File: src/rtl/pad_cond_pkg.sv
// pad_cond_pkg
// Shared defaults and helpers for the pad input conditioner.
//   DEF_SYNC_STAGES     : default synchronizer depth (legal 2..4)
//   DEF_DEBOUNCE_CYCLES : default debounce length (0 = bypass)
//   DEF_RESET_LEVEL     : default level loaded at reset
//   cnt_width()         : width of the per-bit debounce counter
package pad_cond_pkg;

    localparam int DEF_SYNC_STAGES     = 2;
    localparam int DEF_DEBOUNCE_CYCLES = 16;
    localparam bit DEF_RESET_LEVEL     = 1'b0;

    // Counter must hold 0..deb; a zero-length debounce still gets a legal
    // one-bit width so that declarations elaborate, even though no counter
    // is built in that case.
    function automatic int cnt_width(input int deb);
        if (deb < 1) begin
            return 1;
        end
        return $clog2(deb + 1);
    endfunction

endpackage

File: src/rtl/pad_debounce_bit.sv
// pad_debounce_bit
// Conditions a single asynchronous pad bit: synchronizer chain, debounce
// counter, debounced level and one-cycle edge pulses.
// Ports:
//   clock   : single clock for all state
//   reset_n : asynchronous active-low reset
//   pad_in  : raw pad value, asynchronous to clock
//   level   : debounced, synchronized level
//   rise    : one-cycle pulse the cycle after level goes 0->1
//   fall    : one-cycle pulse the cycle after level goes 1->0
module pad_debounce_bit
    import pad_cond_pkg::*;
#(
    parameter int SYNC_STAGES     = DEF_SYNC_STAGES,
    parameter int DEBOUNCE_CYCLES = DEF_DEBOUNCE_CYCLES,
    parameter bit RESET_LEVEL     = DEF_RESET_LEVEL
) (
    input  logic clock,
    input  logic reset_n,
    input  logic pad_in,
    output logic level,
    output logic rise,
    output logic fall
);

    logic [SYNC_STAGES-1:0] sync_chain;
    logic                   sync;
    logic                   level_p1;

    // Stage 0: metastability chain; only the last flop is used downstream.
    always_ff @(posedge clock or negedge reset_n) begin
        if (!reset_n) begin
            sync_chain <= {SYNC_STAGES{RESET_LEVEL}};
        end else begin
            sync_chain <= {sync_chain[SYNC_STAGES-2:0], pad_in};
        end
    end

    assign sync = sync_chain[SYNC_STAGES-1];

    // Stage 1: debounced level.
    generate
        if (DEBOUNCE_CYCLES == 0) begin : g_bypass
            always_ff @(posedge clock or negedge reset_n) begin
                if (!reset_n) begin
                    level <= RESET_LEVEL;
                end else begin
                    level <= sync;
                end
            end
        end else begin : g_debounce
            localparam int CW = cnt_width(DEBOUNCE_CYCLES);
            // The increment that would land on DEBOUNCE_CYCLES is the one that
            // flips level instead, so the counter never exceeds its range.
            localparam logic [CW-1:0] CNT_LAST = CW'(DEBOUNCE_CYCLES - 1);

            logic [CW-1:0] cnt;

            always_ff @(posedge clock or negedge reset_n) begin
                if (!reset_n) begin
                    cnt   <= '0;
                    level <= RESET_LEVEL;
                end else if (sync == level) begin
                    cnt <= '0;
                end else if (cnt == CNT_LAST) begin
                    cnt   <= '0;
                    level <= ~level;
                end else begin
                    cnt <= cnt + 1'b1;
                end
            end
        end
    endgenerate

    // Stage 2: edge pulses from level versus its delayed copy. The delayed
    // copy resets to the same value as level, so reset never looks like an
    // edge; rise and fall are mutually exclusive by construction.
    always_ff @(posedge clock or negedge reset_n) begin
        if (!reset_n) begin
            level_p1 <= RESET_LEVEL;
            rise     <= 1'b0;
            fall     <= 1'b0;
        end else begin
            level_p1 <= level;
            rise     <= level & ~level_p1;
            fall     <= ~level & level_p1;
        end
    end

endmodule

File: src/rtl/pad_input_conditioner.sv
// pad_input_conditioner
// WIDTH independent pad input conditioners with sticky pending flags and
// a single combined interrupt.
// Ports:
//   clock    : single clock for all state
//   reset_n  : asynchronous active-low reset (release used as-is)
//   pad_in   : raw pad values, asynchronous to clock
//   pend_clr : write-one-to-clear for pend bits
//   irq_en   : per-bit interrupt enable
//   level    : debounced, synchronized pad levels
//   rise     : one-cycle pulse per bit on 0->1 of level
//   fall     : one-cycle pulse per bit on 1->0 of level
//   pend     : sticky per-bit event flag, set by rise or fall
//   irq      : registered OR of (pend & irq_en)
module pad_input_conditioner
    import pad_cond_pkg::*;
#(
    parameter int WIDTH           = 1,
    parameter int SYNC_STAGES     = DEF_SYNC_STAGES,
    parameter int DEBOUNCE_CYCLES = DEF_DEBOUNCE_CYCLES,
    parameter bit RESET_LEVEL     = DEF_RESET_LEVEL
) (
    input  logic             clock,
    input  logic             reset_n,
    input  logic [WIDTH-1:0] pad_in,
    input  logic [WIDTH-1:0] pend_clr,
    input  logic [WIDTH-1:0] irq_en,
    output logic [WIDTH-1:0] level,
    output logic [WIDTH-1:0] rise,
    output logic [WIDTH-1:0] fall,
    output logic [WIDTH-1:0] pend,
    output logic             irq
);

    generate
        for (genvar i = 0; i < WIDTH; i++) begin : g_bit
            pad_debounce_bit #(
                .SYNC_STAGES    (SYNC_STAGES),
                .DEBOUNCE_CYCLES(DEBOUNCE_CYCLES),
                .RESET_LEVEL    (RESET_LEVEL)
            ) u_bit (
                .clock  (clock),
                .reset_n(reset_n),
                .pad_in (pad_in[i]),
                .level  (level[i]),
                .rise   (rise[i]),
                .fall   (fall[i])
            );
        end
    endgenerate

    // Stage 3: pending flags; a new event wins over a simultaneous clear.
    always_ff @(posedge clock or negedge reset_n) begin
        if (!reset_n) begin
            pend <= '0;
        end else begin
            pend <= (pend & ~pend_clr) | rise | fall;
        end
    end

    // Stage 4: interrupt, one cycle behind pend / irq_en.
    always_ff @(posedge clock or negedge reset_n) begin
        if (!reset_n) begin
            irq <= 1'b0;
        end else begin
            irq <= |(pend & irq_en);
        end
    end

endmodule

File: config.mk
export PLATFORM = sky130hd
export DESIGN_NAME = pad_input_conditioner
export DESIGN_NICKNAME = d
export VERILOG_FILES = /design/src/rtl/pad_cond_pkg.sv /design/src/rtl/pad_debounce_bit.sv /design/src/rtl/pad_input_conditioner.sv
export SDC_FILE = /design/constraint.sdc
export NUM_CORES = 1
export LEC_CHECK = 0
export ABC_AREA = 1
export CAP_MARGIN = 30
export CORE_MARGIN = 4
export CORE_UTILIZATION = 30
export DETAILED_ROUTE_END_ITERATION = 12
export PLACE_DENSITY = 0.6
export SLEW_MARGIN = 20
export SYNTH_ARGS = -nofsm -noshare
export SYNTH_HDL_FRONTEND = slang
export SYNTH_SLANG_ARGS = --single-unit
File: constraint.sdc
create_clock -name clock -period 2.2 [get_ports clock]
set_input_delay 0.33 -clock clock [delete_from_list [all_inputs] [get_ports clock]]
set_output_delay 0.33 -clock clock [all_outputs]
set_load 0.005 [all_outputs]
Word-level counts from Yosys, hierarchy flattened
Cells that the tools add are included.
- output and inout bits: 5
- input bits: 5
- register bits after elaboration: 13
- reduce and logical (&&, ||, !) cells: 1
- mux-type cells: 2
- add/subtract/negate cells: 1
- eq/ne operators: 2
- bitwise gates (word level): 10
- operators with widths (cell ; number):
    two-way mux 5 bit ; 2
    adder 5 x 1 -> 5 bit, second input constant ; 1
    == test 5 x 4 -> 1 bit, second input constant ; 1
    bitwise AND 1 bit ; 4
    NOT 1 bit ; 4
    OR 1 bit ; 2
    AND reduction 2 bit ; 1
    == test 1 bit ; 1

Logic depth before layout (Yosys ltp)
- depth in word-level cells: 4
- depth in mapped cells: 5
- mapped depth without buffers: 5

Hierarchy
Synthesis repeated with hierarchy kept, for this count alone.
- cell total of the unflattened synthesis: 50
- area, all modules: 485.5 um^2
- by module, submodules not included (module ; cells each ; instances ; area each (um^2)):
    pad_debounce_bit ; 42 ; 1 ; 412.9
    pad_input_conditioner ; 8 ; 1 ; 72.6

Worst setup path after synthesis
OpenSTA, ideal clock, no wires.
- path kind: reg2reg
- from: reg g_bit[0].u_bit.g_debounce.cnt[0]
- to: reg g_bit[0].u_bit.level
- cell stages (with the launch flop): 6
- clock period less this slack: 952 ps
- slack: 1248 ps
- data required time: 2084 ps
- data arrival time: 835 ps
- path buffers: 0
- path through: dfrtp_1 > ha_1 > nand3_1 > nor2_1 > nand2_1 > nand2_1
- cells in the longest elaborated chain, start to end: 2
- ends and longest elaborated chain (what ; RTL line ; text):
    from (decl) ; pad_debounce_bit.sv:57 ; logic [CW-1:0] cnt;
    from (signal assigned) ; pad_debounce_bit.sv:69 ; cnt <= cnt + 1'b1;
    == test 5 x 4 -> 1 bit ; pad_debounce_bit.sv:65 ; end else if (cnt == CNT_LAST) begin
    AND reduction 2 bit (no line) ; n/a ;
    to (signal assigned) ; pad_debounce_bit.sv:67 ; level <= ~level;
    to (decl) ; pad_debounce_bit.sv:21 ; output logic level,
No other way between the ends.
A chain may end at the register's enable or synchronous reset.

Worst setup path after layout
- from: reg g_bit[0].u_bit.level
- to: out level
- RTL lines (what ; RTL line ; text):
    to (decl) ; pad_input_conditioner.sv:28 ; output logic [WIDTH-1:0] level,
No word-level cell between the ends.

==> flow_summary.ini <==
[status]
status = finished clean

[place]
io_buffers = 9
gp_congestion = 0.6951
hpwl_um = 526.8
place_ws_ns = 0.9229
placedInstanceArea_um2 = 593.1

[min_path]
hp-start = g_bit[0].u_bit.sync_chain[0]
hold_path.class = flip-flop to flip-flop
hold_depth = 0
hold_end = g_bit[0].u_bit.sync_chain[1]

[global_routing]
track_usage_pct = 8.257
grt_antenna_before_repair = 0
grt_pass1_wl_mm = 1.193
grt_pass1_vias = 293
grt-ovfl-total = 0
grt_max_degree = 14

[setup_path]
worstReg2RegStart = g_bit[0].u_bit.g_debounce.cnt[0]
endpoint_kind = output pin
startpoint = g_bit[0].u_bit.level
crit_path_start_kind = flip-flop
slowest_delay_ns = 0.54
r2r-end = g_bit[0].u_bit.g_debounce.cnt[0]
r2r_cells = 4
worst-setup-path-type = flip-flop to output pin
cp.required_ns = 1.87
crit_family = buffers and inverters
path_cells = clkdlybuf4s50_1
rrSetupSlack_ns = 1.15
cp_slowest_cell = clkdlybuf4s50_1
path_buf_inv = 1
crit_arrival_ns = 1.23
crit_fanout = 6

[route]
vias = 335
ant_nets = 0
wirelength_um = 727
drc_errors = 0
via_per_inst = 4.295
first_pass_iters = 1
drt_iter0_markers = 0
routedWlPerCell_um = 9.321

[synth]
synth_top_area_cell = dfrtp_1
post-synth-top-count-cell = dfrtp_1
synth_cell_types = 9
synth-edff-count = 0
synth_warnings = 0
ys_top_cells_by_area = dfrtp_1 67%, nand2_1 8.5%, inv_1 7.0%
synth_commonest_cells = 13 x dfrtp_1, 11 x nand2_1, 9 x inv_1, 9 x nor2_1
ys_seq_elements = 13
syn-num-nets = 55
synth_top_area_share_pct = 67.36
netlist_area_um2 = 483.0
syn_avg_cell_area_um2 = 9.856
synth_cells = 49
synth-main-ff-cell = dfrtp_1
synthArstFlopShare_pct = 100.0
ys_seq_area_share_pct = 67.36

[cts]
clock_latency_ns = 0.27
root_buffer = clkbuf_4
htreeDepth = 1
cts_buffers = 3
clock_path_buffers = 2
postCtsSetupBuffers = 0
cts_tree = done
clock-sinks = 13
ctsResizeCount = 0
cts.clk_slew.worst_paths_ns = 0.07
cts_hold_buf = 0

[timing]
relSlewSlack_pct = 63.03
period_needed_ns = 1.564
setup_slack_ns = 0.6358
finClkSkew_ns = 0.003720
rsz0062_at_grt = false
tns_ns = 0
fmaxAchievable_mhz = 639.3
hold_viol_final = 0
slew_violations = 0
worstMarginPinSlew_ns = 0.5528
setup_viol = 0
finalCritPeriodShare_pct = 71.10

[die]
num_io_pins = 10
die_w_um = 48.13
fp.dieH_um = 48.13
design.core.area_um2 = 1506
die_area_um2 = 2316
rows = 14
start_util_pct = 32.06

[finish]
diodes = 0
area_growth_syn_to_layout_pct = 28.24
drive_gt1_share_pct = 4.839
final_nets = 69
fin_area_um2 = 619.3

[power]
p_leak_nw = 0.3118
peakVddDrop_mv = 0.2248
power.density_nw_per_um2 = 678.1

[flow_run]
drv_cap = 0
[kinds of logic after synthesis]
kind of cell / synth area share (%)
simple gates: 20.21
flops: 67.36
buf+inv: 6.994
compound gates: 1.035
xor+xnor: 1.814
fa+ha+maj: 2.590
[cells in the final DEF (no fill, tap or decap)]
master            n
clkbuf_1          1
clkbuf_4          3
clkdlybuf4s50_1   9
dfrtp_1          13
ha_1              1
inv_1             9
nand2_1          11
nand3_1           2
nand4_1           2
nor2_1            9
o21ai_0           1
xnor2_1           1
[sequential cells by signal, summed over array words and instances (netlist names)]
signal and flops:
g_bit.u_bit.level_p1 1, g_bit.u_bit.fall 1, g_bit.u_bit.level 1, g_bit.u_bit.g_debounce.cnt 5, pend 1, g_bit.u_bit.sync_chain 2
irq 1, g_bit.u_bit.rise 1
[routing by layer]
layer  GRT usage (%)  share of wire [%]  vias up
met4           9.677                4.8        0
met3           2.214                9.5        5
li1                -                  -      174
met2           10.55                 39       13
met5               0                  0        -
met1           10.19                 46      143
[worst register-to-register path, delay by kind of cell, from the launching register on]
kind,cells,cell delay (ns)
adders and majority gates,1,0.24
DFF,1,0.41
and+or+nand+nor,3,0.33
[per-stage QoR]
stage	instances	util, %	total power (W)	hold slack (ns)
4_1_cts	78	41.11	0.0004271	0.3574
2_1_floorplan	49	-	0.0002645	0.03441
3_3_place_gp	74	39.37	0.0002784	0.3345
3_5_place_dp	74	39.37	0.0002785	0.3395
6_report	78	41.11	0.0004200	0.3528
5_1_grt	78	41.11	0.0004391	0.3613
[layout make-up]
class                   count  area, um2
clock buffers               4      26.28
fillers                   149      887.1
inverters                   9      33.78
multi-input cells          27      123.9
flip-flops and latches     13      325.3
well taps                  16      20.02
repair buffers              9      90.09
[power by group]
group | total [W] | switching (W) | leakage [nW] | internal, W
registers | 0.000250 | 0.00000526 | 0.174 | 0.000245
logic | 0.0000227 | 0.0000110 | 0.122 | 0.0000117
clock network | 0.000147 | 0.0000765 | 0.0150 | 0.0000703
[worst max-delay path by stage]
stage | slack (ns) | end | cells after the start
floorplan | 1.25 | g_bit[0].u_bit.level | 5
finish | 0.64 | level | 1
global route | 0.56 | level | 1
detailed placement | 0.92 | level | 1
CTS | 0.61 | level | 1
global placement | 0.95 | level | 1
Note: power is estimated with default switching activity, not from simulation.
